## config.mk

```make
export PLATFORM = sky130hd
export DESIGN_NAME = inv_sub_bytes_serial_flat
export DESIGN_NICKNAME = d
export VERILOG_FILES = /design/src/rtl/inv_sub_bytes_serial_if.sv /design/src/rtl/inv_sub_bytes_serial.sv /design/src/flat_wrapper.sv
export SDC_FILE = /design/constraint.sdc
export NUM_CORES = 1
export LEC_CHECK = 0
export CAP_MARGIN = 20
export CELL_PAD_IN_SITES_DETAIL_PLACEMENT = 0
export CELL_PAD_IN_SITES_GLOBAL_PLACEMENT = 2
export CORE_ASPECT_RATIO = 0.9
export CORE_MARGIN = 2
export CORE_UTILIZATION = 29
export CTS_CLUSTER_DIAMETER = 40
export DETAILED_ROUTE_END_ITERATION = 12
export GPL_ROUTABILITY_DRIVEN = 0
export PLACE_DENSITY = 0.82
export SYNTH_ARGS = -nofsm -noshare
export SYNTH_HDL_FRONTEND = slang
export SYNTH_SLANG_ARGS = --single-unit
```

## constraint.sdc

```tcl
create_clock -name clk -period 1.5 [get_ports clk]
set_input_delay 0.3 -clock clk [delete_from_list [all_inputs] [get_ports clk]]
set_output_delay 0.3 -clock clk [all_outputs]
set_load 0.005 [all_outputs]
```

## src/rtl/inv_sub_bytes_serial_if.sv

```systemverilog
`default_nettype none
// ============================================================================
// Module   : inv_sub_bytes_serial_if
// Brief    : State-word in/out valid/ready handshakes for InvSubBytes stage.
// Revision : 1.0 - initial release
// ============================================================================
interface inv_sub_bytes_serial_if #(
  parameter int NBYTES = 16
);
  logic                  in_valid;
  logic                  in_ready;
  logic [8*NBYTES-1:0]   in_state;
  logic                  out_valid;
  logic                  out_ready;
  logic [8*NBYTES-1:0]   out_state;

  // master: upstream producer plus downstream consumer; slave: the stage
  modport master (
    output in_valid, in_state, out_ready,
    input  in_ready, out_valid, out_state
  );

  modport slave (
    input  in_valid, in_state, out_ready,
    output in_ready, out_valid, out_state
  );
endinterface
`default_nettype wire

```

## src/rtl/inv_sub_bytes_serial.sv

```systemverilog
`default_nettype none
// ============================================================================
// Module   : inv_sub_bytes_serial
// Brief    : Byte-serial InvSubBytes through an external registered inverse S-box ROM.
// Revision : 1.0 - initial release
// ============================================================================
module inv_sub_bytes_serial #(
  parameter int NBYTES = 16,
  parameter int CW     = 5
) (
  input  logic                    clk,
  input  logic                    rst_n,
  inv_sub_bytes_serial_if.slave   bus,
  output logic [7:0]              sbox_din,
  input  logic [7:0]              sbox_dout
);

  localparam int            c_w    = 8 * NBYTES;
  localparam logic [CW-1:0] c_last = CW'(NBYTES - 1);

  typedef enum logic [1:0] {
    IDLE  = 2'd0,
    ISSUE = 2'd1,
    DRAIN = 2'd2,
    DONE  = 2'd3
  } state_t;

  state_t          r_state;
  state_t          w_next_state;
  logic [CW-1:0]   r_cnt;
  logic            r_rd_pending;
  logic [c_w-1:0]  r_in_sr;
  logic [c_w-1:0]  r_out_sr;
  logic            w_accept;

  always_ff @(posedge clk or negedge rst_n) begin
    if (!rst_n) begin
      r_state <= IDLE;
    end else begin
      r_state <= w_next_state;
    end
  end

  always_comb begin
    w_next_state  = r_state;
    w_accept      = 1'b0;
    bus.in_ready  = 1'b0;
    bus.out_valid = 1'b0;
    sbox_din      = 8'h00;
    case (r_state)
      IDLE: begin
        bus.in_ready = 1'b1;
        if (bus.in_valid) begin
          w_accept     = 1'b1;
          w_next_state = ISSUE;
        end
      end
      ISSUE: begin
        sbox_din = r_in_sr[c_w-1 -: 8];
        if (r_cnt == c_last) begin
          w_next_state = DRAIN;
        end
      end
      DRAIN: begin
        w_next_state = DONE;
      end
      DONE: begin
        bus.out_valid = 1'b1;
        if (bus.out_ready) begin
          w_next_state = IDLE;
        end
      end
      default: begin
        w_next_state = IDLE;
      end
    endcase
  end

  // ROM answers one cycle after the address, so capture trails issue by one
  always_ff @(posedge clk or negedge rst_n) begin
    if (!rst_n) begin
      r_cnt        <= '0;
      r_rd_pending <= 1'b0;
      r_in_sr      <= '0;
      r_out_sr     <= '0;
    end else begin
      r_rd_pending <= (r_state == ISSUE);
      if (w_accept) begin
        r_in_sr <= bus.in_state;
        r_cnt   <= '0;
      end else if (r_state == ISSUE) begin
        r_in_sr <= {r_in_sr[c_w-9:0], 8'h00};
        r_cnt   <= r_cnt + CW'(1);
      end
      if (r_rd_pending) begin
        r_out_sr <= {r_out_sr[c_w-9:0], sbox_dout};
      end
    end
  end

  assign bus.out_state = r_out_sr;

endmodule
`default_nettype wire

```

## src/flat_wrapper.sv

```systemverilog
// flat-port wrapper written by rule: the top's interface ports become plain ports
module inv_sub_bytes_serial_flat 
#(
  parameter int NBYTES = 16,
  parameter int CW     = 5
)
  (clk, rst_n, sbox_din, sbox_dout, bus_in_valid, bus_in_state, bus_out_ready, bus_in_ready, bus_out_valid, bus_out_state);
  inv_sub_bytes_serial_if #(.NBYTES(NBYTES)) bus_i ();
  input  logic clk;
  input  logic rst_n;
  output logic [7:0] sbox_din;
  input  logic [7:0] sbox_dout;
  input wire logic [$bits(bus_i.in_valid)-1:0] bus_in_valid;
  input wire logic [$bits(bus_i.in_state)-1:0] bus_in_state;
  input wire logic [$bits(bus_i.out_ready)-1:0] bus_out_ready;
  output wire logic [$bits(bus_i.in_ready)-1:0] bus_in_ready;
  output wire logic [$bits(bus_i.out_valid)-1:0] bus_out_valid;
  output wire logic [$bits(bus_i.out_state)-1:0] bus_out_state;
  assign bus_i.in_valid = bus_in_valid;
  assign bus_i.in_state = bus_in_state;
  assign bus_i.out_ready = bus_out_ready;
  assign bus_in_ready = bus_i.in_ready;
  assign bus_out_valid = bus_i.out_valid;
  assign bus_out_state = bus_i.out_state;
  inv_sub_bytes_serial #(.NBYTES(NBYTES), .CW(CW)) u_core (.clk(clk), .rst_n(rst_n), .bus(bus_i), .sbox_din(sbox_din), .sbox_dout(sbox_dout));
endmodule
```

# Word-level counts from Yosys, hierarchy flattened

Index checks and enable logic that the tools add are counted.

$add $sub $neg: 1
Eq/ne operators: 7
Muxes and demuxes: 13
Reductions and logical operators: 3

Operators with widths:

| operator                                                                 | number |
|---|---|
| 128-bit 2-to-1 mux                                                       | 2 |
| 5-bit 2-to-1 mux                                                         | 2 |
| 8-bit 2-to-1 mux                                                         | 1 |
| 2-bit one-hot mux with 4 select lines                                    | 1 |
| 2-bit 2-to-1 mux                                                         | 3 |
| 5-bit by 1-bit adder with 5-bit output (second input constant)           | 1 |
| 5-bit by 4-bit equality test with 1-bit output (second input constant)   | 1 |
| 2-bit equality test (second input constant)                              | 2 |
| 1-bit 2-to-1 mux                                                         | 4 |
| 2-bit inequality test (second input constant)                            | 2 |
| 3-bit AND reduction                                                      | 1 |
| 2-bit by 1-bit equality test with 1-bit output (second input constant)   | 1 |
| 2-bit logical NOT                                                        | 1 |
| 2-bit by 1-bit inequality test with 1-bit output (second input constant) | 1 |
| 2-bit nonzero test                                                       | 1 |

Register bits: 264
Bits of input ports: 140
Output and inout port bits: 138
Word-level logic and storage cells: 29

# Depth between registers and ports, before layout

Depth after elaboration: 3
Mapped depth: 9
Gate-level depth less buffers: 6

# Least setup slack after synthesis

Ideal clock, no wire load.

Kind: reg2reg
Start: register u_core.r_cnt[0]
End: register u_core.r_state[1]
Setup time: 0.127 ns
Arrival time: 1.530 ns
Data required time: 1.373 ns
Path slack: -0.157 ns
Cell stages (with the launch flop): 7
Path buffers: 0
Cell sequence: dfrtp_1 > ha_1 > and3_1 > ha_1 > inv_1 > a222oi_1 > mux2_1

Cells in the longest elaborated chain, start to end: 3

RTL lines:

| what                                                       | RTL line                   | RTL |
|---|---|---|
| start: declaration                                         | inv_sub_bytes_serial.sv:30 | `logic [CW-1:0] r_cnt;` |
| start signal: assignment                                   | inv_sub_bytes_serial.sv:93 | `r_cnt <= r_cnt + CW'(1);` |
| 5-bit by 4-bit equality test with 1-bit output             | inv_sub_bytes_serial.sv:60 | `if (r_cnt == c_last) begin` |
| 2-bit by 1-bit inequality test with 1-bit output (no line) | --                         |  |
| 3-bit AND reduction (no line)                              | --                         |  |
| end signal: assignment                                     | inv_sub_bytes_serial.sv:40 | `r_state <= w_next_state;` |
| end: declaration                                           | inv_sub_bytes_serial.sv:28 | `state_t r_state;` |

No other way between the ends.
A chain may end at the register's enable or synchronous reset.

# Worst setup path in the final report

Start: register u_core.r_state[1]
End: output sbox_din[2]

Cells in the longest elaborated chain, start to end: 2

RTL lines:

| what                                           | RTL line                   | RTL |
|---|---|---|
| 2-bit by 1-bit equality test with 1-bit output | inv_sub_bytes_serial.sv:50 | `case (r_state)` |
| 8-bit 2-to-1 mux                               | inv_sub_bytes_serial.sv:50 |  |
| end: declaration                               | flat_wrapper.sv:11         | `output logic [7:0] sbox_din;` |

No other way between the ends.

==> qor.yml <==
r2r_cells: 8
worst_path_largest_cell_delay_ns: 0.36
synth_edf_count: 0
cts_max_level: 2
dp_hpwl_um: 20760
final_nets: 1501
path_clk_slew_ns: 0.05
power.density_mw_per_mm2: 2360
fmax_mhz: 529.9
finClkSkew_ns: 0.01863
critical_path.startpoint: "u_core.r_state[1]"
rsz0062_at_grt: "yes"
r2r-end: "u_core.r_state[1]"
syn2layout_area_growth_pct: 65.02
netlist_area_sq_mm: 0.01108
critPathSlowestCell: "dfrtp_1"
hold_path_class: "primary input to asynchronous set/reset pin"
p_seq_share_pct: 30.6
gr-total-overflow: 0
p_sw_share_pct: 31.52
cts_max_path_buffers: 3
critPathBufInv: 4
grt_pass1_wl_um: 50600
route.detailed.drc: 0
drive_gt1_share_pct: 42.68
crit_top_cell: "buf_6"
syn_nets: 1021
crit_type: "flop to output pin"
slew_viol_final: 0
drt.antenna.violating_nets: 0
yosysUniqueCellTypes: 22
seq_area_frac_synth_pct: 59.64
wl_per_cell_um: 17.36
violations: "setup timing"
hold_viol_final: 0
antenna_found_initial: 3
cp_top_family: "buffers and inverters"
worstSetupEndpointType: "output pin"
path_cells: "inv_2 -> buf_6 -> ha_4 -> buf_6 -> and2_4 -> buf_6"
die_w_um: 210.0
final_util_pct: 48.78
ys_seq_elements: 264
grt_pass1_vias: 9000
port_buffers: 277
synthArstFlopShare_pct: 100.0
slew_headroom_pct: 73.34
power.internal_mw: 29.54
yosysWarnings: 0
power_mw: 43.14
outcome: "finished with violations"
numCtsBuffers: 43
clock-sinks: 264
post_synth.cell_area_avg_sq_um: 12.67
start_kind: "flop"
synth-main-ff-cell: "dfrtp_1"
fin_crit_ns: 1.887
combPwrFrac_pct: 45.6
grt_max_degree: 71
drtIter0Drc: 369
synth.top_cells.by_area: "dfrtp_1 (60%), mux2_2 (13%), mux2i_1 (11%)"
ir_drop_mv: 1.121
num_io_pins: 278
synth_common_cells: "dfrtp_1 (264), nand2_1 (129), mux2_2 (128)"
r2r-start: "u_core.r_state[1]"
cts_tree: "built"
clkPwrFrac_pct: 23.8
core.rowCount: 67
die_h_um: 189.4
arrival_ns: 1.59
clockRootBuffer: "clkbuf_16"
yosysMostFrequentCell: "dfrtp_1"
finalWorstSetupSlack_ns: -0.3872
synth_largest_area_cell: "dfrtp_1"
vias_per_cell: 4.509
vias: 8441
pre_cts_ws_ns: -0.2615
core_sq_mm: 0.03747
leakage_nw: 7.951
track_usage_pct: 16.33
maxCapViolCount: 0
crit_path_max_fanout: 5
period_share_pct: 125.8
critPathRequiredTime_ns: 1.20
clk_latency_ns: 0.55
routed_wl_um: 32500
first_pass_iters: 4
dieArea_sq_mm: 0.03978
syn-instance-count: 874
switchingPower_mw: 13.60
yosys.area.top_type_share_pct: 59.64
r2r_slack_ns: -0.37
tightestPinTransition_ns: 0.3998
setup-violations-final: 146
start_util_pct: 29.56
placed cells by master, fill, tap and decap left out, types with 4 or more instances in the layout:
master and n:
o21ai_0 18, ha_1 4, and2_4 9, mux2_2 128, dfrtp_1 262, clkdlybuf4s50_1 138
clkinv_2 7, buf_12 37, buf_2 32, buf_8 13, mux2i_1 109, buf_4 126
o21ai_2 13, clkbuf_2 38, clkbuf_1 4, mux2i_2 7, clkdlybuf4s15_1 58, nand2_2 42
nand2_4 4, clkbuf_8 6, o21ai_1 97, nand2b_1 8, nand2_1 83, buf_6 30
clkbuf_16 46, bufinv_16 6, buf_16 17, inv_1 4, mux2i_4 6, inv_6 4
timing repair:
item / CTS / global route
hold endpoints to repair: 251 / 0
endpoints found under the setup margin: 227 / 202
gates resized for setup: 562 / 120
hold buffers: 1 / 0
pin swaps: 29 / 23
buffers inserted: 119 / 24
cloned: 17 / 3
logic make-up (layout without fill, tap and decap cells):
kind of cell / Yosys count / after routing / share of synthesized area (%)
mux: 251 / 251 / 24.14
simple gates: 154 / 154 / 5.648
xor+xnor: 3 / 3 / 0.2373
fa+ha+maj: 7 / 7 / 0.7907
flops: 264 / 264 / 59.64
buf+inv: 65 / 578 / 3.603
other cells: 0 / 2 / 0
compound gates: 130 / 130 / 5.941
layout make-up:
type                            count  area [sq um]
Tap cell                          483         604.3
Antenna cell                        2         5.005
Clock buffer                       53          1174
Timing Repair Buffer              494          5096
Clock inverter                     25         324.1
Sequential cell                   264          6611
Inverter                            6         22.52
Multi-Input combinational cell    545          4442
Fill cell                        3333         19190
worst register-to-register path, delay by kind of cell, from the launching register on:
family / cells / cell delay, ns
buffers and inverters: 5 / 0.52
muxes: 1 / 0.38
DFF: 1 / 0.36
AOI/OAI and AO/OA: 1 / 0.34
adders and majority gates: 1 / 0.16
through the flow:
step | instances | setup TNS, ns | hold WS (ns) | area (sq um)
2_1_floorplan | 874 | -0.1312 | 0.004409 | 11090
3_3_place_gp | 1638 | -3.836 | 0.1708 | 14870
3_5_place_dp | 1638 | -7.429 | 0.1729 | 14870
4_1_cts | 1849 | -36.40 | 0.1827 | 18160
5_1_grt | 1870 | -49.41 | 0.1894 | 18270
6_report | 1872 | -39.54 | 0.2093 | 18280
power groups by stage:
stage	combinational (mW)	clock, mW	sequential [mW]
2_1_floorplan	7.96	0	12.7
3_3_place_gp	14.5	0	13.5
3_5_place_dp	14.8	0	13.6
4_1_cts	19.0	10.5	13.1
5_1_grt	21.2	10.9	13.7
6_report	19.7	10.3	13.2
worst max-delay path by stage:
stage                              endpoint  slack, ns  cells after the start
after floorplan           u_core.r_state[1]      -0.13                      6
after global placement    u_core.r_state[1]      -0.23                      4
after detailed placement  u_core.r_state[1]      -0.26                      4
after CTS                       sbox_din[2]      -0.42                      6
after global routing      u_core.r_state[0]      -0.48                      9
final                           sbox_din[2]      -0.39                      6
layer usage:
metal	track usage (%)	vias to the layer above	share of wire [%]
met2	25.67	238	46
met4	3.928	2	1.5
met5	0	-	0.040
li1	-	4031	-
met1	22.38	4125	47
met3	4.445	45	5.8
registers in the layout, summed over array words and instances, names as in the netlist:
name,flops
u_core.bus.out_state,128
u_core.r_in_sr,128
u_core.r_cnt,5
u_core.r_state,2
u_core.r_rd_pending,1
No activity file was read; power rests on OpenSTA's default activity.
